--- src/rtl/fcmp_sched.sv ---
// fcmp_sched: NREQ requesters share one two-stage float-compare pipe (feq/flt/fle), round-robin arbitrated.
// Define FCMP_SCHED_PERF_EN to add the perf_grants/perf_stalls/perf_illegal counter ports.
module fcmp_sched #(
  parameter int NREQ = 4,
  parameter int IDW  = 2
) (
  input  logic                clk,
  input  logic                rst,
  input  logic [NREQ-1:0]     req_valid,
  output logic [NREQ-1:0]     req_ready,
  input  logic [2*NREQ-1:0]   req_op,
  input  logic [32*NREQ-1:0]  req_x1,
  input  logic [32*NREQ-1:0]  req_x2,
  output logic                rsp_valid,
  input  logic                rsp_ready,
  output logic [IDW-1:0]      rsp_id,
  output logic [31:0]         rsp_data
`ifdef FCMP_SCHED_PERF_EN
  ,
  output logic [31:0]         perf_grants,
  output logic [31:0]         perf_stalls,
  output logic [15:0]         perf_illegal
`endif
);

  localparam logic [IDW:0] NREQ_W = (IDW+1)'(NREQ);

  logic              r_s1_valid;
  logic [1:0]        r_s1_op;
  logic [31:0]       r_s1_x1;
  logic [31:0]       r_s1_x2;
  logic [IDW-1:0]    r_s1_id;
  logic              r_s2_valid;
  logic [IDW-1:0]    r_s2_id;
  logic              r_s2_flag;
  logic [IDW-1:0]    r_rr_ptr;

  logic              w_adv1;
  logic              w_adv2;
  logic              w_gnt_any;
  logic [IDW-1:0]    w_gnt_id;
  logic [IDW:0]      w_sum;
  logic [IDW:0]      w_ptr_inc;
  logic [IDW-1:0]    w_next_ptr;
  logic [2*NREQ-1:0] w_rot;
  logic [1:0]        w_op;
  logic [31:0]       w_x1;
  logic [31:0]       w_x2;
  logic              w_zero;
  logic              w_sdiff;
  logic              w_mlt;
  logic              w_mle;
  logic              w_flag;

  assign w_adv2 = !r_s2_valid || rsp_ready;
  assign w_adv1 = !r_s1_valid || w_adv2;

  // Rotate the request vector so bit k means requester (rr_ptr+k) mod NREQ; lowest k wins.
  always_comb begin
    w_rot     = {req_valid, req_valid} >> r_rr_ptr;
    w_gnt_any = 1'b0;
    w_sum     = '0;
    if (!rst && w_adv1) begin
      for (int k = NREQ - 1; k >= 0; k--) begin
        if (w_rot[k]) begin
          w_gnt_any = 1'b1;
          w_sum     = {1'b0, r_rr_ptr} + (IDW+1)'(k);
        end
      end
    end
    w_gnt_id = (w_sum >= NREQ_W) ? IDW'(w_sum - NREQ_W) : IDW'(w_sum);
  end

  assign w_ptr_inc  = {1'b0, w_gnt_id} + (IDW+1)'(1);
  assign w_next_ptr = (w_ptr_inc == NREQ_W) ? '0 : IDW'(w_ptr_inc);

  generate
    for (genvar gi = 0; gi < NREQ; gi++) begin : g_ready
      assign req_ready[gi] = w_gnt_any && (w_gnt_id == IDW'(gi));
    end
  endgenerate

  always_comb begin
    w_op = '0;
    w_x1 = '0;
    w_x2 = '0;
    for (int i = 0; i < NREQ; i++) begin
      if (req_ready[i]) begin
        w_op = req_op[2*i +: 2];
        w_x1 = req_x1[32*i +: 32];
        w_x2 = req_x2[32*i +: 32];
      end
    end
  end

  // Compare on S1 contents; denormals and zeros all collapse to "zero" when both exponents are 0.
  assign w_zero  = (r_s1_x1[30:23] == 8'd0) && (r_s1_x2[30:23] == 8'd0);
  assign w_sdiff = r_s1_x1[31] ^ r_s1_x2[31];
  assign w_mlt   = r_s1_x1[30:0] <  r_s1_x2[30:0];
  assign w_mle   = r_s1_x1[30:0] <= r_s1_x2[30:0];

  always_comb begin
    w_flag = 1'b0;
    case (r_s1_op)
      2'b00:   w_flag = w_zero || (r_s1_x1 == r_s1_x2);
      2'b01:   w_flag = w_zero ? 1'b0 : (w_sdiff ? r_s1_x1[31] : (r_s1_x1[31] ^ w_mlt));
      2'b10:   w_flag = w_zero ? 1'b1 : (w_sdiff ? r_s1_x1[31] : (r_s1_x1[31] ^ w_mle));
      default: w_flag = 1'b0;
    endcase
  end

  always_ff @(posedge clk) begin
    if (rst) begin
      r_s1_valid <= 1'b0;
      r_s2_valid <= 1'b0;
      r_s2_id    <= '0;
      r_s2_flag  <= 1'b0;
      r_rr_ptr   <= '0;
    end else begin
      if (w_adv2) begin
        r_s2_valid <= r_s1_valid;
        if (r_s1_valid) begin
          r_s2_id   <= r_s1_id;
          r_s2_flag <= w_flag;
        end
      end
      if (w_adv1) begin
        r_s1_valid <= w_gnt_any;
      end
      if (w_gnt_any) begin
        r_rr_ptr <= w_next_ptr;
      end
    end
  end

  always_ff @(posedge clk) begin
    if (w_gnt_any) begin
      r_s1_op <= w_op;
      r_s1_x1 <= w_x1;
      r_s1_x2 <= w_x2;
      r_s1_id <= w_gnt_id;
    end
  end

  assign rsp_valid = r_s2_valid;
  assign rsp_id    = r_s2_id;
  assign rsp_data  = {31'b0, r_s2_flag};

`ifdef FCMP_SCHED_PERF_EN
  logic [31:0] r_perf_grants;
  logic [31:0] r_perf_stalls;
  logic [15:0] r_perf_illegal;

  always_ff @(posedge clk) begin
    if (rst) begin
      r_perf_grants  <= '0;
      r_perf_stalls  <= '0;
      r_perf_illegal <= '0;
    end else begin
      if (w_gnt_any) begin
        r_perf_grants <= r_perf_grants + 32'd1;
      end
      if (r_s2_valid && !rsp_ready) begin
        r_perf_stalls <= r_perf_stalls + 32'd1;
      end
      if (w_gnt_any && (w_op == 2'b11)) begin
        r_perf_illegal <= r_perf_illegal + 16'd1;
      end
    end
  end

  assign perf_grants  = r_perf_grants;
  assign perf_stalls  = r_perf_stalls;
  assign perf_illegal = r_perf_illegal;
`endif

endmodule
--- config.mk ---
export PLATFORM = sky130hd
export DESIGN_NAME = fcmp_sched
export DESIGN_NICKNAME = d
export VERILOG_FILES = /design/src/rtl/fcmp_sched.sv
export SDC_FILE = /design/constraint.sdc
export NUM_CORES = 1
export LEC_CHECK = 0
export ABC_CLOCK_PERIOD_IN_PS = 9700
export BUFFER_PORTS_ARGS = -buffer_cell sky130_fd_sc_hd__buf_4
export CAP_MARGIN = 20
export CORE_MARGIN = 3
export CORE_UTILIZATION = 31
export CTS_CLUSTER_SIZE = 25
export DETAILED_ROUTE_END_ITERATION = 6
export PLACE_DENSITY_LB_ADDON = 0.1
export SLEW_MARGIN = 20
export SYNTH_ARGS = -nofsm -noshare
export SYNTH_HDL_FRONTEND = slang
export SYNTH_SLANG_ARGS = --single-unit
--- constraint.sdc ---
create_clock -name clk -period 9.7 [get_ports clk]
set_input_delay 0.97 -clock clk [delete_from_list [all_inputs] [get_ports clk]]
set_output_delay 0.97 -clock clk [all_outputs]
set_load 0.01 [all_outputs]
==> impl_metrics.tcl <==
set metrics [dict create \
    route.met3.wl_um 1100 \
    cts_root_buf "clkbuf_16" \
    nets 1148 \
    worst_path_most_repeated_cell "buf_4" \
    drv_slew 0 \
    wl_met1_um 7430 \
    synth_async_sr_flop_share_pct 0 \
    tightest_slew_ps 940 \
    vias 5454 \
    power_frac_comb_pct 29.8 \
    cp.required_ps 8730 \
    dp_hpwl_um 13800 \
    postRouteAntennaNets 0 \
    critPathSlowestCell "buf_4" \
    grt_usage_pct 18.1 \
    rows 47 \
    clockBufferDepth 2 \
    cts_num_sinks 75 \
    postCtsSetupBuffers 0 \
    core_area_mm2 0.0168 \
    cts_inserted_buffers 9 \
    final_util_pct 46.2 \
    post_drt_wl_per_cell_um 16.7 \
    place_area_mm2 0.00750 \
    grt_max_degree 76 \
    p_per_area_mw_per_mm2 132 \
    synth_flop_cell "edfxtp_1" \
    synth_seq_cells 75 \
    die_h_um 138 \
    die_w_um 138 \
    grt_pass1_vias 5617 \
    worstPathMaxFanout 75 \
    antennaDiodeCount 0 \
    viasPerCell 5.11 \
    area_delta_synth_final_pct 43.9 \
    max-cap-violations 0 \
    die_area_mm2 0.0190 \
    grt_pass1_wl_um 28500 \
    io_pins 310 \
    worst-setup-path-type "in2out" \
    gp_congestion 0.842 \
    final_common_cell "buf_4" \
    highest_layer "met4" \
    drt-initial-drc-count 366 \
    startpoint_type "input pin" \
    post_cts_resized 0 \
    syn_area_per_cell_um2 9.12 \
    cts_tree "built" \
    cpPeakStageDelay_ps 680 \
    synthCells 592 \
    clockPowerShare_pct 29.3 \
    synth_cell_types 43 \
    fill_cells 1636 \
    slew_headroom_pct 37.3 \
    drc 0 \
    synth_edf_count 68 \
    setup_tns_ps 0 \
    numPortBuffers 278 \
    wl_met2_um 8950 \
    worstPathArrival_ps 3550 \
    pwr-share-seq_pct 41.0 \
    htreeDepth 3 \
    routed_wirelength_um 17800 \
    rsz0062_at_grt "no" \
    clk_pin_slew_worst_paths_ps 60 \
    period_needed_ps 4520 \
    power_leakage_nw 3.44 \
    drive_gt1_share_pct 36.5 \
    critPathCaptureType "output pin" \
    netlist_area_mm2 0.00540 \
    layout_common_cells "284 x buf_4, 78 x o21ai_0, 75 x nand2_1, 68 x edfxtp_1, 66 x a221o_1" \
    initial_utilization_pct 32.1 \
    hp-class "reg2reg" \
    antenna_found_initial 0 \
    drt_pre_antenna_iters 5 \
    timing.final.crit_share_pct 46.6 \
    finalInstanceArea_mm2 0.00777 \
    clk_latency_ps 330 \
    ir_worst_vdd_v 0.0000716 \
    gr-total-overflow 0 \
    yosys_warnings 0 \
    p_switching_mw 0.292 \
    hold_viol 0 \
    swShare_pct 28.4 \
    p_int_mw 0.736 \
    setup_violations 0 \
    cts_hold_buf 0 \
    worstPathCellList "buf_4 > nor2b_1 > a21o_1 > nor2_4 > buf_4 > nand2_2 > inv_2 > buf_4" \
    max_freq_ghz 0.221 \
    status "finished, final reports clean" \
    ys_seq_area_share_pct 40.4 \
    power_mw 1.03 \
    skew_ps 4.08 \
]
state kept, by name, summed over array words and instances, names as in the netlist, 2 cells and up:
signal	count
r_s1_x2	32
r_s1_id	2
rsp_id	2
r_s1_op	2
r_rr_ptr	2
r_s1_x1	32
path summary, 6_finish.rpt:
| check | to | start | depth (start not counted) | slack (ps) |
|---|---|---|---|---|
| max | req_ready[2] | rsp_ready | 8 | 5180 |
| min | rsp_id[0] | r_s1_id[0] | 2 | 490 |
| max reg2reg | r_s1_x2[31] | rsp_valid | 10 | 5890 |
| min reg2reg | rsp_id[0] | r_s1_id[0] | 2 | 490 |
synthesized netlist by cell type, types with 2 or more instances:
| cell | number | area (µm²) |
|---|---|---|
| buf_6 | 3 | 33.8 |
| nand4_1 | 7 | 43.8 |
| inv_1 | 40 | 150 |
| clkbuf_1 | 20 | 75.1 |
| nand3_1 | 3 | 15.0 |
| a21o_1 | 3 | 22.5 |
| nor2_1 | 11 | 41.3 |
| o211ai_1 | 3 | 22.5 |
| dfxtp_1 | 7 | 140 |
| nor2b_1 | 3 | 18.8 |
| ha_1 | 35 | 438 |
| nor3_1 | 4 | 20.0 |
| o22ai_1 | 2 | 12.5 |
| nor4_1 | 5 | 31.3 |
| buf_2 | 21 | 105 |
| edfxtp_1 | 68 | 2040 |
| o21ai_0 | 78 | 390 |
| o21ai_1 | 60 | 300 |
| nand2_1 | 76 | 285 |
| o31ai_1 | 2 | 15.0 |
| nand2b_1 | 3 | 18.8 |
| mux2i_1 | 2 | 20.0 |
| a21oi_1 | 18 | 90.1 |
| a221o_1 | 66 | 661 |
| and2_1 | 3 | 18.8 |
| buf_4 | 32 | 240 |
power by group through the flow:
| stage | combinational, mW | sequential, mW | clock [mW] |
|---|---|---|---|
| 2_1_floorplan | 0.180 | 0.421 | 0 |
| 3_3_place_gp | 0.297 | 0.428 | 0 |
| 3_5_place_dp | 0.308 | 0.427 | 0 |
| 4_1_cts | 0.309 | 0.422 | 0.313 |
| 5_1_grt | 0.346 | 0.425 | 0.329 |
| 6_report | 0.306 | 0.421 | 0.301 |
worst max-delay path: cells and delay by family:
kind            cells  cell delay (ps)
compound gates      1              260
buf+inv             4             1560
simple gates        3              740
cells by family after synthesis:
logic type / share of synthesized area [%]
flip-flops: 40.4
multiplexers: 0.371
buffers and inverters: 11.2
AND/OR/NAND/NOR: 10.4
other: 0.0694
XOR/XNOR: 0.162
adder cells (fa/ha/maj): 8.11
AO/OA/AOI/OAI: 29.3
metrics by stage:
stage | worst slack [ps] | cells | hold slack [ps]
3_3_place_gp | 4660 | 1050 | 473
4_1_cts | 5080 | 1067 | 493
5_1_grt | 4870 | 1067 | 517
2_1_floorplan | 4740 | 622 | 453
3_5_place_dp | 5080 | 1051 | 482
6_report | 5180 | 1067 | 488
metal layers:
layer	track usage [%]	vias up
met2	32.0	221
met3	3.31	25
met4	6.03	0
li1	-	2680
met1	22.1	2528
met5	0	-
layout make-up:
type | count | area [µm²] | area share (%)
sequential | 75 | 2180 | 28.1
inverter | 40 | 150 | 1.93
tap | 220 | 275 | 3.54
timing repair buffer | 285 | 2150 | 27.7
clock buffer | 9 | 225 | 2.90
clock inverter | 7 | 45.0 | 0.579
multi-input combinational | 431 | 2750 | 35.3
Note: power is estimated with default switching activity, not from simulation.
